===== config.mk =====
export PLATFORM = sky130hd
export DESIGN_NAME = mem_arbiter
export DESIGN_NICKNAME = d
export VERILOG_FILES = /design/src/rtl/mem_arbiter_pkg.sv /design/src/rtl/mem_arb_sel.sv /design/src/rtl/mem_arbiter.sv
export SDC_FILE = /design/constraint.sdc
export NUM_CORES = 1
export LEC_CHECK = 0
export CAP_MARGIN = 20
export CORE_AREA = 2 2 203 205
export CTS_CLUSTER_SIZE = 28
export DETAILED_ROUTE_END_ITERATION = 10
export DIE_AREA = 0 0 205 207
export SYNTH_ARGS = -nofsm -noshare
export SYNTH_HDL_FRONTEND = slang
export SYNTH_HIERARCHICAL = 1
export SYNTH_SLANG_ARGS = --single-unit

===== constraint.sdc =====
create_clock -name clk_i -period 3.1 [get_ports clk_i]
set_input_delay 0.465 -clock clk_i [delete_from_list [all_inputs] [get_ports clk_i]]
set_output_delay 0.465 -clock clk_i [all_outputs]
set_load 0.05 [all_outputs]

===== src/rtl/mem_arbiter_pkg.sv =====
// Shared types and constants for the two-port (fetch/data) memory arbiter.
package mem_arbiter_pkg;

   localparam int XLEN                 = 64;
   localparam int DEFAULT_STARVE_LIMIT = 4;

   typedef enum logic [1:0] {
      ST_IDLE = 2'd0,
      ST_REQ  = 2'd1,
      ST_RESP = 2'd2
   } arb_state_t;

   typedef enum logic {
      OWN_IF = 1'b0,
      OWN_DM = 1'b1
   } owner_t;

endpackage


===== src/rtl/mem_arb_sel.sv =====
// Requester selection: data has priority unless the fetch port has been
// passed over STARVE_LIMIT times in a row.
module mem_arb_sel #(
   parameter int STARVE_LIMIT = 4
) (
   input  logic       clk_i,
   input  logic       rst_i,
   input  logic       en_i,
   input  logic       if_req_i,
   input  logic       dm_req_i,
   output logic       if_gnt_o,
   output logic       dm_gnt_o,
   output logic [2:0] starve_cnt_o
);

   localparam logic [2:0] LIMIT = 3'(STARVE_LIMIT);

   logic [2:0] starve_cnt;
   logic       fetch_wins;

   assign fetch_wins   = !dm_req_i || (starve_cnt == LIMIT);
   assign if_gnt_o     = en_i && if_req_i && fetch_wins;
   assign dm_gnt_o     = en_i && dm_req_i && !if_gnt_o;
   assign starve_cnt_o = starve_cnt;

   // Counts data grants that bypassed a waiting fetch; saturates at 7.
   always_ff @(posedge clk_i) begin
      if (rst_i) begin
         starve_cnt <= 3'd0;
      end else if (if_gnt_o) begin
         starve_cnt <= 3'd0;
      end else if (dm_gnt_o) begin
         if (!if_req_i)
            starve_cnt <= 3'd0;
         else if (starve_cnt != 3'd7)
            starve_cnt <= starve_cnt + 3'd1;
      end
   end

endmodule


===== src/rtl/mem_arbiter.sv =====
// Arbitrates a fetch port and a data port onto one memory port, one
// transaction outstanding at a time (IDLE -> REQ -> RESP/IDLE).
module mem_arbiter
   import mem_arbiter_pkg::*;
#(
   parameter int STARVE_LIMIT = DEFAULT_STARVE_LIMIT
) (
   input  logic            clk_i,
   input  logic            rst_i,
   input  logic            if_req_i,
   input  logic [XLEN-1:0] if_addr_i,
   output logic            if_gnt_o,
   output logic            if_rvalid_o,
   output logic [31:0]     if_rdata_o,
   input  logic            dm_req_i,
   input  logic            dm_we_i,
   input  logic [XLEN-1:0] dm_addr_i,
   input  logic [XLEN-1:0] dm_wdata_i,
   input  logic [7:0]      dm_wstrb_i,
   output logic            dm_gnt_o,
   output logic            dm_rvalid_o,
   output logic [XLEN-1:0] dm_rdata_o,
   output logic            mem_req_o,
   output logic            mem_we_o,
   output logic [XLEN-1:0] mem_addr_o,
   output logic [XLEN-1:0] mem_wdata_o,
   output logic [7:0]      mem_wstrb_o,
   input  logic            mem_ready_i,
   input  logic            mem_rvalid_i,
   input  logic [XLEN-1:0] mem_rdata_i,
   output logic            busy_o,
   output logic [1:0]      dbg_state_o,
   output logic [2:0]      dbg_starve_o
);

   // Handshakes: a requester holds req+payload until its gnt pulse; the
   // memory request is held until mem_ready_i; read data is accepted on
   // mem_rvalid_i in RESP only, and a write completes on its ready cycle.

   arb_state_t      state;
   owner_t          owner;
   logic            we_q;
   logic            half_q;
   logic [XLEN-1:0] addr_q;
   logic [XLEN-1:0] wdata_q;
   logic [7:0]      wstrb_q;

   logic            sel_en;
   logic            if_gnt;
   logic            dm_gnt;
   logic [2:0]      starve_cnt;
   logic            req_phase;
   logic            resp_fire;
   logic            wr_done;
   logic            unused_addr_bits;

   assign unused_addr_bits = ^if_addr_i[1:0];
   assign sel_en = (state == ST_IDLE) && !rst_i;

   mem_arb_sel #(
      .STARVE_LIMIT(STARVE_LIMIT)
   ) u_sel (
      .clk_i       (clk_i),
      .rst_i       (rst_i),
      .en_i        (sel_en),
      .if_req_i    (if_req_i),
      .dm_req_i    (dm_req_i),
      .if_gnt_o    (if_gnt),
      .dm_gnt_o    (dm_gnt),
      .starve_cnt_o(starve_cnt)
   );

   always_ff @(posedge clk_i) begin
      if (rst_i) begin
         state   <= ST_IDLE;
         owner   <= OWN_IF;
         we_q    <= 1'b0;
         half_q  <= 1'b0;
         addr_q  <= '0;
         wdata_q <= '0;
         wstrb_q <= '0;
      end else begin
         case (state)
            ST_IDLE: begin
               if (if_gnt) begin
                  owner   <= OWN_IF;
                  we_q    <= 1'b0;
                  half_q  <= if_addr_i[2];
                  addr_q  <= {if_addr_i[XLEN-1:3], 3'b000};
                  wdata_q <= '0;
                  wstrb_q <= '0;
                  state   <= ST_REQ;
               end else if (dm_gnt) begin
                  owner   <= OWN_DM;
                  we_q    <= dm_we_i;
                  half_q  <= 1'b0;
                  addr_q  <= dm_addr_i;
                  wdata_q <= dm_wdata_i;
                  wstrb_q <= dm_wstrb_i;
                  state   <= ST_REQ;
               end
            end
            ST_REQ: begin
               if (mem_ready_i)
                  state <= we_q ? ST_IDLE : ST_RESP;
            end
            ST_RESP: begin
               if (mem_rvalid_i)
                  state <= ST_IDLE;
            end
            default: state <= ST_IDLE;
         endcase
      end
   end

   // Every output is forced low while reset is asserted.
   assign req_phase = !rst_i && (state == ST_REQ);
   assign resp_fire = !rst_i && (state == ST_RESP) && mem_rvalid_i;
   assign wr_done   = req_phase && mem_ready_i && we_q;

   assign if_gnt_o    = if_gnt;
   assign dm_gnt_o    = dm_gnt;

   assign mem_req_o   = req_phase;
   assign mem_we_o    = req_phase && we_q;
   assign mem_addr_o  = req_phase ? addr_q  : '0;
   assign mem_wdata_o = req_phase ? wdata_q : '0;
   assign mem_wstrb_o = req_phase ? wstrb_q : '0;

   assign if_rvalid_o = resp_fire && (owner == OWN_IF);
   assign if_rdata_o  = !if_rvalid_o ? 32'd0 :
                        half_q ? mem_rdata_i[63:32] : mem_rdata_i[31:0];

   assign dm_rvalid_o = (resp_fire && (owner == OWN_DM)) || wr_done;
   assign dm_rdata_o  = (resp_fire && (owner == OWN_DM)) ? mem_rdata_i : '0;

   assign busy_o       = !rst_i && (state != ST_IDLE);
   assign dbg_state_o  = rst_i ? 2'd0 : state;
   assign dbg_starve_o = rst_i ? 3'd0 : starve_cnt;

endmodule


# Word level (Yosys, flattened, before mapping)
# Index checks and enable logic that the tools add are counted.
# classes
bitwise_logic	1
eq_ne	8
n_mux	28
n_reduce_logical	26
addsub	1
# op_table
op	n
$mux W64	7
$mux W32	2
$mux W8	3
$logic_and A1 B1 Y1	14
$mux W2	6
$mux W3	3
$mux W1	6
$pmux W2 S3	1
$ne A2 B2 Y1 const B	2
$reduce_and A2 Y1	2
$reduce_bool A2 Y1	2
$add A3 B1 Y3 const B	1
$eq A3 B3 Y1 const B	1
$logic_not A1 Y1	3
$ne A3 B2 Y1 const B	1
$ne A3 B3 Y1 const B	1
$reduce_and A3 Y1	1
$eq A2 B1 Y1 const B	1
$eq A2 B2 Y1 const B	1
$logic_not A2 Y1	1
$logic_or A1 B1 Y1	2
$ne A2 B1 Y1 const B	1
$reduce_or A2 Y1	1
$not A1 Y1	1
# word_totals
word_cells	72
ff_bits	144
output_inout_bits	244

# Longest topological paths before layout
# logic_depth
ltp_word	9
depth_mapped	14
ltp_nobuf	7

# Hierarchy
# Netlist, hierarchy kept.
# by_module_without_submodules
module	cells_per_inst	area_each_um2	instances
mem_arbiter	970	8126.5	1
mem_arb_sel	29	237.7	1

# Worst setup path before layout
# OpenSTA, ideal clock, no wires.
# synth_path
path_kind	flip-flop to flip-flop
startpoint	register state[1]
endpoint	register addr_q[35]
setup_ps	86
path_stages_with_launch	15
n_path_buf	7
arrival_ps	3205
slack_ps	-191
cell_sequence	dfxtp_1 buf_2 or2_1 buf_6 buf_6 buf_6 nor2_1 nand2_1 a31oi_1 buf_2 or2_2 buf_2 buf_2 a21oi_1 a211oi_1
# synth_via
elab_chain_len	8
word_cells_on_any_way	10
classes_between	mux: 1; reduce/logical: 9
# synth_lines
element	line_no	rtl
from (decl)	mem_arbiter.sv:40	arb_state_t state;
from (signal assigned)	mem_arbiter.sv:105	state <= we_q ? ST_IDLE : ST_RESP;
$logic_not A2 Y1 (*)	mem_arbiter.sv:58	assign sel_en = (state == ST_IDLE) && !rst_i;
$logic_and A1 B1 Y1 (*)	mem_arbiter.sv:58	
named net sel_en	mem_arbiter.sv:48	logic sel_en;
$logic_and A1 B1 Y1 (2 in series)	mem_arb_sel.sv:22	assign if_gnt_o = en_i && if_req_i && fetch_wins;
$logic_not A1 Y1	mem_arb_sel.sv:23	assign dm_gnt_o = en_i && dm_req_i && !if_gnt_o;
$logic_and A1 B1 Y1 (*)	mem_arb_sel.sv:23	
named net dm_gnt_o	mem_arbiter.sv:20	output logic dm_gnt_o,
$reduce_bool A2 Y1 (no line) (*)	n/a	
$reduce_and A2 Y1 (no line) (*)	n/a	
to (signal assigned)	mem_arbiter.sv:89	addr_q <= {if_addr_i[XLEN-1:3], 3'b000};
to (signal assigned)	mem_arbiter.sv:97	addr_q <= dm_addr_i;
to (decl)	mem_arbiter.sv:44	logic [XLEN-1:0] addr_q;
# The timed path passes the listed nets; every way through them passes the cells marked *.
# A chain may end at the register's enable or synchronous reset.

# Worst setup path in the final report
# layout_path
startpoint	register state[1]
endpoint	output dm_gnt_o
# layout_via
elab_chain_len	6
word_cells_on_any_way	7
classes_between	reduce/logical: 7
# layout_lines
element	line_no
$logic_not A2 Y1 (*)	mem_arbiter.sv:58
$logic_and A1 B1 Y1 (*)	mem_arbiter.sv:58
named net sel_en	mem_arbiter.sv:48
$logic_and A1 B1 Y1 (2 in series)	mem_arb_sel.sv:22
$logic_not A1 Y1	mem_arb_sel.sv:23
$logic_and A1 B1 Y1 (*)	mem_arb_sel.sv:23
to (decl)	mem_arbiter.sv:20
# Marks and branches as above.

==> results.cfg <==
[die]
ios = 515
dieArea_mm2 = 0.0424
start_util_pct = 20.7
die_h_um = 207
rows = 74
chipWidth_um = 205
core_area_mm2 = 0.0404

[place]
gp_congestion = 0.881
placed_area_mm2 = 0.0162
portBuffers = 512
post-dp-hpwl_mm = 27.3
dpl.cell_count = 1945
place_ws_ns = 0.281

[grt]
antenna_found_initial = 0
grtUsageMet1_pct = 21.1
grt_usage_pct = 17.0
met2_usage_pct = 29.7
grt_pass1_wl_mm = 56.1
grt-busiest-layer = met2
grt_max_degree = 86
gr-total-overflow = 0
grt_pass1_vias = 9142
grtUsageMet3_pct = 3.67

[finish]
layout-drive-gt1-share_pct = 21.7
syn2layout_area_growth_pct = 102
fillers = 3969
instances_no_fill = 1977
final_cell_mix = clkdlybuf4s50_1, buf_12, a21oi_1, dfxtp_1, and2_1
design_area_mm2 = 0.0169
nets = 1706
final_common_cell = clkdlybuf4s50_1
antennaDiodeCount = 0

[critical_path]
worstSetupPathType = flop to output port
end_kind = output port
regToRegSetupSlack_ns = 0.35
path_depth = 6
cp_max_fo = 39
r2r_cells = 8
cpLargestDelayFamily = simple AND/OR/NAND/NOR gates
r2r-end = addr_q[59]
slowest_stage = or2_2
worstReg2RegStart = state[1]
slowest_delay_ns = 0.42
cp.required_ns = 2.63
start_kind = flop
cp_cell_sequence = or2_2 -> nor2_2 -> nand2_1 -> a31oi_4 -> buf_8 -> buf_12
arrival_ns = 2.40
path_buf_inv = 2

[worst_hold_path]
worstHoldStart = rst_i
hp-class = input port to flop
hold_end = state[1]
whs_path_depth = 2

[route]
drtAntennaViolNets = 0
drc_errors = 0
drt-initial-drc-count = 503
num_vias = 9275
viasPerCell = 4.69
wl_mm = 37.3
dr.pass1.iters = 4
drt-wirelength-per-cell_um = 18.9

[clocking]
cts_max_level = 4
cts_buffer_depth = 2
clock-sinks = 144
hold_buffers = 0
clk_latency_ns = 0.43
path_clk_slew_ns = 0.06
cts_buffers = 17
cts_tree = yes
post_cts_buffers = 0
cts-root-buf = clkbuf_16

[power]
p_per_area_mw_per_mm2 = 336
ir_drop_mv = 0.337
p_leak_nw = 6.20

[timing]
worst_slew_pin_slew_ns = 0.978
fin_crit_sh_pct = 92.5
slew_viol_final = 0
hold_violations = 0
slew-limit-headroom_pct = 34.8
rsz0062_at_grt = false
setup_viol = 0
max_freq_mhz = 349
min_period_ns = 2.87
skew_ns = 0.0116
setup_slack_ns = 0.232
tns_ns = 0

[synthesis]
synth-seq-cells = 144
synth-simple-area-share_pct = 26.8
mappedNetlistArea_mm2 = 0.00836
synthesis.nets = 1273
yosysUniqueCellTypes = 41
synthCells = 999
synth_edf_count = 0
ys_seq_area_share_pct = 34.5
synth_ff_type = dfxtp_1
synth-xor-area-share_pct = 0
yosysWarnings = 6
synth_mux_area_share_pct = 11.3
synth-compound-area-share_pct = 19.6
synth_top_family_by_area = simple AND/OR/NAND/NOR gates
syn_area_per_cell_um2 = 8.37
synthArstFlopShare_pct = 0
synthAdderAreaFrac_pct = 0.449

[flow_run]
max_cap_viol_count = 0

[outcome]
status = completed
==> worst max-delay path by stage <==
stage	endpoint	slack, ns	start
floorplan	addr_q[10]	0.0001	state[1]
global placement	addr_q[30]	0.39	state[1]
detailed placement	addr_q[32]	0.28	state[1]
CTS	dm_gnt_o	0.08	state[1]
global route	dm_gnt_o	0.09	state[1]
finish	dm_gnt_o	0.23	state[1]
==> cell usage after synthesis, types with 2 or more instances <==
cell type  count  share of area (%)
a211oi_1      62                5.6
a21oi_1      143                8.6
a21oi_2        2               0.21
and2_1       137                 10
and3_1        65                4.9
buf_2         36                2.2
buf_4          6               0.54
buf_6          9                1.2
clkbuf_1      69                3.1
clkbuf_2       3               0.18
dfxtp_1      144                 34
ha_1           3               0.45
inv_1          4               0.18
mux2i_1       93                 11
nand2_1        4               0.18
nand3_1        2               0.12
nand4b_1      76                8.0
nor2_1        37                1.7
nor2b_1        5               0.37
o21ai_0       76                4.5
o21ai_1        2               0.12
or2_2          2               0.15
==> layer usage <==
metal  up-vias  routed length, um
met4         0                639
li1       4459                  -
met1      4463              15400
met3        29               2310
met5         -                  0
met2       324              19000
==> state kept, by name (all words and copies together) (netlist names) <==
name / count
addr_q: 64
wdata_q: 64
half_q: 1
owner: 1
u_sel/starve_cnt_o: 3
wstrb_q: 8
we_q: 1
state: 2
==> stage by stage <==
step | hold slack [ns] | util [%] | power, mW
2_1_floorplan | 0.445 | - | 2.78
3_3_place_gp | 0.452 | 40.2 | 3.43
3_5_place_dp | 0.459 | 40.2 | 3.45
4_1_cts | 0.349 | 41.8 | 5.76
5_1_grt | 0.367 | 41.8 | 5.96
6_report | 0.370 | 41.8 | 5.66
==> cell families after synthesis <==
group                      Yosys count
muxes                               94
buffers and inverters              128
adders and majority gates            3
DFF                                144
and+or+nand+nor                    339
AOI/OAI and AO/OA                  291
==> report_power, final <==
part	internal, mW	switching [mW]
combinational	0.649	0.689
clock	1.39	0.869
sequential	2.00	0.0681
==> repair_timing <==
action,4_1_cts,5_1_grt
setup endpoints to repair,1,2
gates resized for setup,1,3
endpoints found under the hold margin,0,0
==> final cells by class <==
class / count / area (um2) / share of cell area [%]
clock buffers: 19 / 453 / 2.68
repair buffers: 538 / 7780 / 46.1
inverters: 4 / 15.0 / 0.0889
flip-flops and latches: 144 / 2880 / 17.1
clock inverters: 13 / 184 / 1.09
multi-input cells: 727 / 4900 / 29.0
well taps: 532 / 666 / 3.94
Power figures use the tool's default switching activity.
